## src/rtl/serial_adder.sv

```systemverilog
// -----------------------------------------------------------------------------
// serial_adder
//   Bit-serial WIDTH-bit add/subtract unit for the 18-bit CPU datapath.
//   One result bit is produced per clock, LSB first. A single full-add cell
//   (two half_adder instances plus an OR) is reused for every bit. The carry
//   is held in a flip-flop between bits.
//
//   Subtraction is a + ~b + 1. The operand B is inverted at capture and the
//   carry flip-flop is preloaded with 1.
//
//   Ports:
//     clk        rising-edge clock
//     rst        asynchronous reset, active-high
//     start      request a new operation (accepted in IDLE or DONE)
//     sub        0 = a+b, 1 = a-b; captured with start
//     a, b       WIDTH-bit operands; captured with start
//     busy       high while bits are being processed (RUN)
//     done       one-cycle pulse; sum/carry_out are valid
//     sum        result; held until the next accepted start
//     carry_out  final carry; for subtraction 1 = no borrow
//     overflow   signed overflow (only when SERIAL_ADDER_OVF_EN is defined)
//
//   Optional feature macro: SERIAL_ADDER_OVF_EN adds the overflow output.
// -----------------------------------------------------------------------------

module half_adder (
   input  logic x,
   input  logic y,
   output logic s,
   output logic c
);
   assign s = x ^ y;
   assign c = x & y;
endmodule

module serial_adder #(
   parameter int WIDTH = 18
) (
   input  logic             clk,
   input  logic             rst,
   input  logic             start,
   input  logic             sub,
   input  logic [WIDTH-1:0] a,
   input  logic [WIDTH-1:0] b,
   output logic             busy,
   output logic             done,
   output logic [WIDTH-1:0] sum,
   output logic             carry_out
`ifdef SERIAL_ADDER_OVF_EN
   ,
   output logic             overflow
`endif
);

   localparam int CNT_W = $clog2(WIDTH);
   localparam logic [CNT_W-1:0] LAST_BIT = CNT_W'(WIDTH - 1);

   typedef enum logic [1:0] {
      IDLE = 2'd0,
      RUN  = 2'd1,
      DONE = 2'd2
   } state_t;

   state_t           state;
   logic [WIDTH-1:0] a_sh;
   logic [WIDTH-1:0] b_sh;
   logic             c_ff;
   logic [CNT_W-1:0] cnt;

   // Full-add cell: the first half adder combines the operand bits. The second
   // half adder folds in the stored carry.
   logic ha0_s, ha0_c;
   logic s_bit, ha1_c;
   logic c_next;

   half_adder u_ha0 (
      .x (a_sh[0]),
      .y (b_sh[0]),
      .s (ha0_s),
      .c (ha0_c)
   );

   half_adder u_ha1 (
      .x (ha0_s),
      .y (c_ff),
      .s (s_bit),
      .c (ha1_c)
   );

   assign c_next = ha0_c | ha1_c;

   always_ff @(posedge clk or posedge rst) begin
      if (rst) begin
         state     <= IDLE;
         busy      <= 1'b0;
         done      <= 1'b0;
         sum       <= '0;
         carry_out <= 1'b0;
         a_sh      <= '0;
         b_sh      <= '0;
         c_ff      <= 1'b0;
         cnt       <= '0;
`ifdef SERIAL_ADDER_OVF_EN
         overflow  <= 1'b0;
`endif
      end else begin
         case (state)
            // IDLE and DONE accept start identically. Done is cleared on
            // leaving DONE regardless of start.
            IDLE, DONE: begin
               done <= 1'b0;
               if (start) begin
                  a_sh      <= a;
                  b_sh      <= sub ? ~b : b;
                  c_ff      <= sub;
                  cnt       <= '0;
                  sum       <= '0;
                  carry_out <= 1'b0;
`ifdef SERIAL_ADDER_OVF_EN
                  overflow  <= 1'b0;
`endif
                  busy      <= 1'b1;
                  state     <= RUN;
               end else begin
                  state <= IDLE;
               end
            end

            // start is deliberately not looked at here. An in-flight
            // operation cannot be disturbed.
            RUN: begin
               sum  <= {s_bit, sum[WIDTH-1:1]};
               a_sh <= {1'b0, a_sh[WIDTH-1:1]};
               b_sh <= {1'b0, b_sh[WIDTH-1:1]};
               c_ff <= c_next;
               cnt  <= cnt + CNT_W'(1);
               if (cnt == LAST_BIT) begin
                  carry_out <= c_next;
`ifdef SERIAL_ADDER_OVF_EN
                  // Carry into the MSB differs from the carry out of it.
                  overflow  <= c_ff ^ c_next;
`endif
                  busy      <= 1'b0;
                  done      <= 1'b1;
                  state     <= DONE;
               end
            end

            default: begin
               busy  <= 1'b0;
               done  <= 1'b0;
               state <= IDLE;
            end
         endcase
      end
   end

endmodule

```

## config.mk

```make
export PLATFORM = sky130hd
export DESIGN_NAME = serial_adder
export DESIGN_NICKNAME = d
export VERILOG_FILES = /design/src/rtl/serial_adder.sv
export SDC_FILE = /design/constraint.sdc
export NUM_CORES = 1
export LEC_CHECK = 0
export ABC_AREA = 1
export CORE_MARGIN = 2
export CORE_UTILIZATION = 46
export DETAILED_ROUTE_END_ITERATION = 8
export MAX_ROUTING_LAYER = met4
export PLACE_DENSITY = 0.72
export RECOVER_POWER = 50
export SETUP_SLACK_MARGIN = 0.4
export SKIP_CTS_REPAIR_TIMING = 1
export SYNTH_ARGS = -nofsm -noshare
export SYNTH_HDL_FRONTEND = slang
export SYNTH_SLANG_ARGS = --single-unit
```

## constraint.sdc

```tcl
create_clock -name clk -period 1.95 [get_ports clk]
set_input_delay 0.39 -clock clk [delete_from_list [all_inputs] [get_ports clk]]
set_output_delay 0.39 -clock clk [all_outputs]
set_load 0.02 [all_outputs]
```

# Yosys cells after proc, flatten, opt, wreduce, memory -nomap -nowiden
# Cells that the tools add are included.
dict set report word_totals {
  ff_bits 65
  in_bits 40
  output_inout_bits 21
}
dict set report classes {
  addsub 1
  n_eq_ne 5
  mux 22
  bitwise_logic 6
  reduce_logical 6
}
# operator count
set ops {}
lappend ops {{one-hot mux 18 bit (2 select lines)} 3}
lappend ops {{2-to-1 mux 18 bit} 4}
lappend ops {{inverter 18 bit} 1}
lappend ops {{one-hot mux 5 bit (2 select lines)} 1}
lappend ops {{2-to-1 mux 1 bit} 8}
lappend ops {{one-hot mux 1 bit (2 select lines)} 3}
lappend ops {{adder 5 x 1 -> 5 bit (second input constant)} 1}
lappend ops {{== test 5 bit (second input constant)} 1}
lappend ops {{2-to-1 mux 5 bit} 1}
lappend ops {{!= test 2 bit (second input constant)} 2}
lappend ops {{one-hot mux 2 bit (2 select lines)} 1}
lappend ops {{AND reduction 2 bit} 2}
lappend ops {{AND reduction 3 bit} 1}
lappend ops {{bitwise AND 1 bit} 2}
lappend ops {{== test 2 x 1 -> 1 bit (second input constant)} 1}
lappend ops {{== test 2 bit (second input constant)} 1}
lappend ops {{zero test 2 bit} 1}
lappend ops {{2-to-1 mux 2 bit} 1}
lappend ops {{nonzero test 2 bit} 1}
lappend ops {{OR reduction 2 bit} 1}
lappend ops {{XOR 1 bit} 2}
lappend ops {{OR 1 bit} 1}

# Depth between registers and ports, before layout
# Gate-level depths: netlist of run 1.
dict set report depth {
  ltp_word 5
  depth_mapped 8
  ltp_nobuf 8
}

# Modules after synthesis
# A second synthesis of run 1 with hierarchy kept.
dict set report hier_totals {
  hier_cells 346
  hier_area_um2 3085.5
}
# module n_inst cells_per_inst area_each_um2
set by_module_without_submodules {}
lappend by_module_without_submodules {serial_adder 1 344 3060.4}
lappend by_module_without_submodules {half_adder 2 1 12.5}

# Least setup slack after synthesis of run 1
# OpenSTA, ideal clock, no wires.
dict set report synth_timing {
  path_kind {reg-to-reg}
  start {register, netlist name done}
  end {register sum[10]}
  setup_ns 0.125
  t_arrival_ns 1.033
  path_slack_ns 0.792
  path_stages_with_launch 7
  n_path_buf 2
  cell_sequence {dfrtp_1 inv_1 nand2_2 nand2_1 buf_6 buf_6 o22ai_2}
}
# item line_no
set synth_lines {}
lappend synth_lines {{to (signal assigned)} 132} ;# sum <= {s_bit, sum[WIDTH-1:1]};
lappend synth_lines {{to (decl)} 47} ;# output logic [WIDTH-1:0] sum,

==> impl_metrics.ini, run 1 <==
[run_status]
status = finished, final reports clean

[grt]
grt_use_total_pct = 18.9
grt_start_max_net_pins = 53
antenna_found_initial = 0
grt_overflow = 0
grt_pass1_wl_mm = 10.6
grt_pass1_vias = 2456

[power_and_ir_drop]
swShare_pct = 36.2
cellPowerDensity_nw_per_um2 = 1580
seq_power_share_pct = 36.5
pwr-share-comb_pct = 37.7
p_leak_nw = 2.02
pwr-share-clk_pct = 25.8
p_int_w = 0.00397
peakVddDrop_v = 0.000937
p_sw_w = 0.00226

[synth]
synthCells = 347
avgSynthCellArea_um2 = 8.81
synth_area_leaders = dfrtp_1, nand2_1, nand3_1, o22ai_2, inv_1
syn-num-nets = 390
netlist_area_um2 = 3060
synth_top_area_share_pct = 52.4
ys_ff_latch = 64
synth-seq-area-share_pct = 52.4
synth_top_area_cell = dfrtp_1
yosysWarningCount = 0
yosysUniqueCellTypes = 23

[timing]
timing.setup.tns_ps = 0
min_period_ps = 1410
finalHoldViolCount = 0
holdWs_ps = 481
fin_crit_sh_pct = 72.5
drv_slew = 0
fin_skew_ps = 8.69
worstMarginPinSlew_ps = 616
maxSlewHeadroom_pct = 58.7
finalSetupViolations = 0
fmax_mhz = 708
rsz0062_at_grt = true

[cells_and_area]
nNetsFinal = 445
final_cell_area_um2 = 3940
drive_gt1_share_pct = 12.0
area_growth_pct = 29.0
n_antenna_cell = 0
finish.utilization_pct = 61.7

[hold_path]
hold_path_class = reg -> reg
min_to = a_sh[17]
whs_path_depth = 2
min-delay-start = a_sh[17]

[routing]
firstDrtPassIters = 4
wl_per_cell_um = 13.0
finalWirelength_mm = 6.29
postRouteAntennaNets = 0
via_count = 2483
drt_iter0_markers = 136
via_per_inst = 5.13
drc = 0

[floorplan]
die_h_um = 85.5
pin_count = 61
rows = 29
initial_utilization_pct = 47.8
dieWidth_um = 85.5
core_area_um2 = 6390
die-area_um2 = 7310

[worst_setup_path]
r2r-start = done
cp.required_ps = 2210
reg2reg_slack_ps = 540
path_class = reg -> reg
end_kind = flip-flop
r2r_cells = 5
arrival_ps = 1670
start_kind = flip-flop
crit_fanout = 39
worstReg2RegEnd = busy

[clock_network]
clk_pin_slew_ps = 70
clock-sinks = 64
clock_tree.root_cell = clkbuf_8
clk_path_buf_depth = 2
tritoncts = built
worst_skew_pair.late_latency_ps = 340
cts_made_buffers = 9
htreeDepth = 3

[placed_design]
finalWeightedCongestion = 0.781
place_hpwl_mm = 4.09
port_buffers = 60
postPlaceCellArea_um2 = 3680

[flow_run]
maxCapViolCount = 0
==> metal layers <==
metal	track usage, %	wire length (um)	up-vias
met3	4.62	299	12
met5	-	0	-
met1	22.7	2860	1178
met2	30.1	3050	63
met4	8.66	79	0
li1	-	-	1230
==> worst max-delay path, stage by stage, from the launching register on <==
cell,delay [ps]
dfrtp_1,390
inv_1,70
nand2_2,180
inv_4,370
nand2_1,160
a21oi_1,150
==> worst max-delay path by stage <==
| stage | startpoint | endpoint | cells past startpoint |
|---|---|---|---|
| after global placement | start | b_sh[14] | 6 |
| after detailed placement | start | b_sh[13] | 6 |
| after floorplan | done | sum[10] | 6 |
| final | done | busy | 5 |
| after CTS | busy | busy | 1 |
| after global routing | done | busy | 5 |
==> power by group through the flow <==
stage                     registers [W]  clock network, W  logic, W
after floorplan                 0.00244                 0   0.00162
after global placement          0.00228                 0   0.00238
after detailed placement        0.00230                 0   0.00246
after CTS                       0.00228           0.00163   0.00247
after global routing            0.00236           0.00170   0.00264
final                           0.00227           0.00161   0.00235
==> kinds of logic (layout without fill, tap and decap cells) <==
logic type	Yosys count	in the layout	share of synthesized area [%]
adders and majority gates	3	3	1.47
xor gates and xnor gates	8	8	2.29
buffers and inverters	54	114	9.21
and+or+nand+nor	194	194	27.9
AOI/OAI and AO/OA	24	24	6.72
DFF	64	64	52.4
==> per-stage QoR <==
stage / power (W) / cells / setup WS (ps)
6_report: 0.00623 / 484 / 537
5_1_grt: 0.00669 / 484 / 383
3_5_place_dp: 0.00476 / 468 / 334
2_1_floorplan: 0.00406 / 347 / 792
4_1_cts: 0.00639 / 484 / 220
3_3_place_gp: 0.00466 / 468 / 337
==> synthesized netlist by cell type <==
cell type,count
nand2_1,107
nand3_1,67
dfrtp_1,64
inv_1,28
or2_2,11
o22ai_2,10
o22ai_1,8
buf_6,7
buf_2,6
xor2_1,6
buf_4,5
clkbuf_1,4
inv_2,4
nor2_1,4
o21ai_0,3
a21oi_1,2
ha_1,2
nand2_2,2
nand4_1,2
xnor2_1,2
fa_1,1
nor2_2,1
o21ai_1,1
==> layout by cell type (no fill, tap or decap) <==
cell type,count
dlymetal6s2s_1,13
clkbuf_8,9
clkdlybuf4s50_1,38
inv_2,2
clkbuf_1,9
o21ai_0,3
or2_2,11
clkinvlp_2,1
clkinv_2,1
dfrtp_1,64
ha_1,2
o22ai_2,10
buf_12,3
o22ai_1,8
nand2_2,2
nand2_1,107
xnor2_1,2
inv_4,2
dlygate4sd3_1,1
xor2_1,6
inv_1,27
nor2_1,5
buf_4,3
o21ai_1,1
nand3_1,67
bufinv_16,5
fa_1,1
nand4_1,2
a21oi_1,2
==> cell type report <==
type	count	area, um2
clock buffer	10	128
sequential	64	1600
inverter	32	126
timing repair buffer	66	666
tap	77	96.3
multi-input combinational	229	1170
clock inverter	6	155
fill	555	2440
==> sequential cells by signal, summed over array words and instances (netlist names) <==
signal     flops
busy           1
done           1
c_ff           1
state          1
a_sh          18
cnt            5
sum           18
b_sh          18
carry_out      1
Power figures use the tool's default switching activity.
==> inputs of run 2 (changes only) <==
==> constraint.sdc (replaced) <==
create_clock -name clk -period 1.2 [get_ports clk]
set_input_delay 0.24 -clock clk [delete_from_list [all_inputs] [get_ports clk]]
set_output_delay 0.24 -clock clk [all_outputs]
set_load 0.02 [all_outputs]
==> run 2 against run 1 <==
Largest power group unchanged; die area stayed put; critical path type unchanged; largest cell class unchanged; wire length increased by 9.6%; hold slack got worse by 40 ps.
==> impl_metrics.ini, run 2 (same netlist as run 1, synthesis figures left out) <==
[power_and_ir_drop]
pwr-share-comb_pct = 48.3
p_int_w = 0.00669
peakVddDrop_v = 0.00166
cellPowerDensity_nw_per_um2 = 2490
pwr-share-clk_pct = 16.5
swShare_pct = 38.7
p_leak_nw = 2.06
seq_power_share_pct = 35.2
p_sw_w = 0.00422

[timing]
timing.setup.tns_ps = 0
maxSlewHeadroom_pct = 61.7
fin_crit_sh_pct = 95.7
fin_skew_ps = 6.98
drv_slew = 0
rsz0062_at_grt = true
finalSetupViolations = 0
holdWs_ps = 441
worstMarginPinSlew_ps = 574
fmax_mhz = 871
min_period_ps = 1150
finalHoldViolCount = 0

[worst_setup_path]
cp.required_ps = 1420
r2r-start = done
worstReg2RegEnd = sum[13]
end_kind = flip-flop
arrival_ps = 1370
crit_slowest_cell = dfrtp_2
crit_fanout = 11
reg2reg_slack_ps = 50
slowest_delay_ps = 420
start_kind = flip-flop
crit_chain = inv_2 -> nand2_4 -> nand2_8 -> buf_6 -> o22ai_1
path_class = reg -> reg
r2r_cells = 5

[grt]
grt_use_total_pct = 18.9
grt_pass1_vias = 2363
grt_overflow = 0
grt_pass1_wl_mm = 10.5
antenna_found_initial = 0
grt_start_max_net_pins = 43

[run_status]
status = finished, final reports clean

[cells_and_area]
top_regs = a_sh x18, b_sh x18, sum x18
nNetsFinal = 475
mostFrequentLayoutCell = nand2_1
area_growth_pct = 43.2
regArea_um2 = 1610
final_cell_mix = nand2_1, dfrtp_1, nand3_1, clkdlybuf4s50_1, buf_6
n_antenna_cell = 0
drive_gt1_share_pct = 30.0
final_cell_area_um2 = 4370
nFillCells = 522
multiInputGateArea_um2 = 1320

[clock_network]
worst_skew_pair.late_latency_ps = 340
cts_made_buffers = 9
tritoncts = built
clock-sinks = 64
clock_tree.root_cell = clkbuf_8
clk_path_buf_depth = 2
clk_pin_slew_ps = 70
htreeDepth = 3

[hold_path]
whs_path_depth = 3
hold_path_class = in -> reg
min_to = a_sh[17]
min-delay-start = a[17]

[routing]
via_per_inst = 5.07
drt_iter0_markers = 174
wl_per_cell_um = 13.4
finalWirelength_mm = 6.89
drc = 0
firstDrtPassIters = 4
postRouteAntennaNets = 0
via_count = 2599

[floorplan]
initial_utilization_pct = 47.8
die_h_um = 85.5
dieWidth_um = 85.5
core_area_um2 = 6390
pin_count = 61
rows = 29
die-area_um2 = 7310

[placed_design]
port_buffers = 60
postPlaceCellArea_um2 = 3870
finalWeightedCongestion = 0.852
place_hpwl_mm = 4.25

[flow_run]
maxCapViolCount = 0
## run 2: changes by cell type in the layout (fill, tap and decap cells not counted), sizes merged
cell,change
bufinv,-4
clkbuf,-1
buf,+43
clkinv,+3
dlymetal6s2s,-13
inv,+1
## run 2: layout make-up
cell class                 instances  area share (%)
clock buffer                      11            3.23
clock inverter                     4            1.03
inverter                          32            3.35
multi-input combinational        229            30.2
sequential                        64            36.7
tap                               77            2.20
timing repair buffer              94            22.9
timing repair inverter             2           0.400
## run 2: worst max-delay path by stage
stage	from	end	slack [ps]	cells past startpoint
global route	cnt[1]	carry_out	-30	7
floorplan	done	sum[10]	100	6
CTS	busy	busy	-370	1
finish	done	sum[13]	50	5
detailed placement	start	a_sh[15]	-270	6
global placement	start	a_sh[16]	-240	6
## run 2: power groups by stage
stage / clock network (W) / registers (W) / logic (W)
after floorplan: 0 / 0.00399 / 0.00284
after global placement: 0 / 0.00374 / 0.00423
after detailed placement: 0 / 0.00378 / 0.00435
after CTS: 0.00183 / 0.00375 / 0.00436
after global routing: 0.00194 / 0.00395 / 0.00577
final: 0.00180 / 0.00384 / 0.00528
## run 2: stage by stage
step,cells,setup slack (ps),total power [W],utilization (%)
6_report,513,51.6,0.0109,68.5
5_1_grt,513,-28.1,0.0117,68.5
4_1_cts,492,-367,0.00994,63.6
3_5_place_dp,477,-270,0.00813,60.7
3_3_place_gp,477,-240,0.00797,60.7
2_1_floorplan,347,104,0.00683,-
## run 2: critical path: cells and delay by family, from the launching register on
kind | cells | cell delay, ps
AND/OR/NAND/NOR | 2 | 280
AO/OA/AOI/OAI | 1 | 80
flip-flops | 1 | 420
buffers and inverters | 2 | 240
## run 2: per-layer routing
metal | up-vias | track usage (%) | routed length [um]
met5 | - | - | 0
met4 | 0 | 8.66 | 119
met3 | 11 | 3.95 | 308
met2 | 63 | 29.3 | 3310
met1 | 1237 | 23.9 | 3150
li1 | 1288 | - | -
==> inputs of run 3 (changes only) <==
--- a/config.mk
+++ b/config.mk
@@ -10,7 +10,7 @@
 export CORE_UTILIZATION = 46
 export DETAILED_ROUTE_END_ITERATION = 8
 export MAX_ROUTING_LAYER = met4
-export PLACE_DENSITY = 0.72
+export PLACE_DENSITY = 0.74
 export RECOVER_POWER = 50
 export SETUP_SLACK_MARGIN = 0.4
 export SKIP_CTS_REPAIR_TIMING = 1
==> constraint.sdc (replaced) <==
create_clock -name clk -period 1.2 [get_ports clk]
set_input_delay 0.24 -clock clk [delete_from_list [all_inputs] [get_ports clk]]
set_output_delay 0.24 -clock clk [all_outputs]
set_load 0.05 [all_outputs]
==> run 3 against run 2 <==
Critical path depth increased by 1; clock skew hardly changed; clock power is essentially flat; wire length up 12%; global-route usage grew 0.64 points; critical endpoint is now a_sh[15]; largest cell class unchanged; highest routed layer unchanged.
==> impl_metrics.ini, run 3 (same netlist as run 1, synthesis figures left out) <==
[timing]
worstMarginPinSlew_ps = 790
fin_skew_ps = 7.40
drv_slew = 0
finalSetupViolations = 0
maxSlewHeadroom_pct = 47.3
finalHoldViolCount = 0
min_period_ps = 1180
rsz0062_at_grt = true
fmax_mhz = 846
layout_setup_ws_ps = 18.7
fin_crit_sh_pct = 98.4
timing.setup.tns_ps = 0

[power_and_ir_drop]
peakVddDrop_v = 0.00203
p_sw_w = 0.00510
pwr-share-comb_pct = 53.8
cellPowerDensity_nw_per_um2 = 2640
pwr-share-clk_pct = 14.5
seq_power_share_pct = 31.7
p_int_w = 0.00735
swShare_pct = 41.0
p_leak_nw = 2.18

[placed_design]
postPlaceCellArea_um2 = 4020
dp_slack_ps = -280
port_buffers = 60
place_inst = 478
finalWeightedCongestion = 0.804
place_hpwl_mm = 4.51

[routing]
via_per_inst = 5.28
firstDrtPassIters = 5
drt_iter0_markers = 172
postRouteAntennaNets = 0
via_count = 2682
wl_per_cell_um = 15.2
drc = 0
finalWirelength_mm = 7.70

[worst_setup_path]
cp.required_ps = 1430
end_kind = flip-flop
slowest_delay_ps = 430
start_kind = flip-flop
path_buf_inv = 3
crit_slowest_cell = dfrtp_2
critPathTopFamily = flip-flops
arrival_ps = 1410
crit_fanout = 7
crit_chain = inv_2 -> nand2_8 -> clkinv_8 -> clkbuf_16 -> nand2_1 -> nand3_1
reg2reg_slack_ps = 20
path_class = reg -> reg

[cells_and_area]
nFillCells = 433
final_cell_mix = nand2_1, dfrtp_1, nand3_1, clkdlybuf4s50_1, buf_12
area_growth_pct = 54.2
finish.utilization_pct = 73.8
final_cell_area_um2 = 4710
final_cells = 508
nNetsFinal = 470
mostFrequentLayoutCell = nand2_1
top_regs = a_sh x18, b_sh x18, sum x18
n_antenna_cell = 0
drive_gt1_share_pct = 34.8

[clock_network]
clk_path_buf_depth = 2
clk_pin_slew_ps = 70
worst_skew_pair.late_latency_ps = 340
clock-sinks = 64
tritoncts = built
htreeDepth = 3
clock_tree.root_cell = clkbuf_8
cts_made_buffers = 9

[floorplan]
core_area_um2 = 6390
die-area_um2 = 7310
rows = 29
die_h_um = 85.5
dieWidth_um = 85.5
initial_utilization_pct = 47.8
pin_count = 61

[hold_path]
hold_path_class = in -> reg

[grt]
antenna_found_initial = 0
grt_pass1_vias = 2392
grt_overflow = 0
grt_start_max_net_pins = 33
grt_pass1_wl_mm = 10.8
grt_use_total_pct = 19.5

[flow_run]
maxCapViolCount = 0

[run_status]
status = finished, final reports clean
run 3: layout make-up:
class	count	area (um2)	area share, %
Sequential cell	64	1620	34.4
Multi-Input combinational cell	229	1450	30.7
Timing Repair Buffer	91	1210	25.7
Inverter	32	151	3.21
Clock buffer	11	141	3.00
Tap cell	77	96.3	2.04
Clock inverter	4	45.0	0.956
run 3: layer usage:
layer | up-vias | global-route usage, % | wire (um)
li1 | 1273 | - | -
met1 | 1305 | 23.7 | 3140
met3 | 14 | 3.46 | 386
met5 | - | - | 0
met2 | 90 | 31.5 | 4020
met4 | 0 | 9.67 | 154
run 3: tightest hold or removal path, delay by kind of cell:
| kind | cells | cell delay (ps) |
|---|---|---|
| AND/OR/NAND/NOR | 2 | 120 |
| buffers and inverters | 1 | 390 |
run 3: worst paths after layout:
check / startpoint / end / cells past startpoint
setup / recovery: state[0] / a_sh[15] / 6
hold / removal: a[10] / a_sh[10] / 3
setup reg to reg: state[0] / a_sh[15] / 6
hold reg to reg: a_sh[17] / a_sh[17] / 2
max in group asynchronous: rst / cnt[4] / 3
min in group asynchronous: rst / sum[6] / 3
run 3: power groups by stage:
stage	logic (W)	clock network, W	registers, W
2_1_floorplan	0.00272	0	0.00465
3_3_place_gp	0.00536	0	0.00391
3_5_place_dp	0.00550	0	0.00394
4_1_cts	0.00553	0.00182	0.00392
5_1_grt	0.00725	0.00192	0.00406
6_report	0.00670	0.00181	0.00394
run 3: stage by stage:
stage	total power, W	hold slack, ps
3_5_place_dp	0.00945	466
3_3_place_gp	0.00927	456
2_1_floorplan	0.00737	357
6_report	0.0125	455
4_1_cts	0.0113	327
5_1_grt	0.0132	483
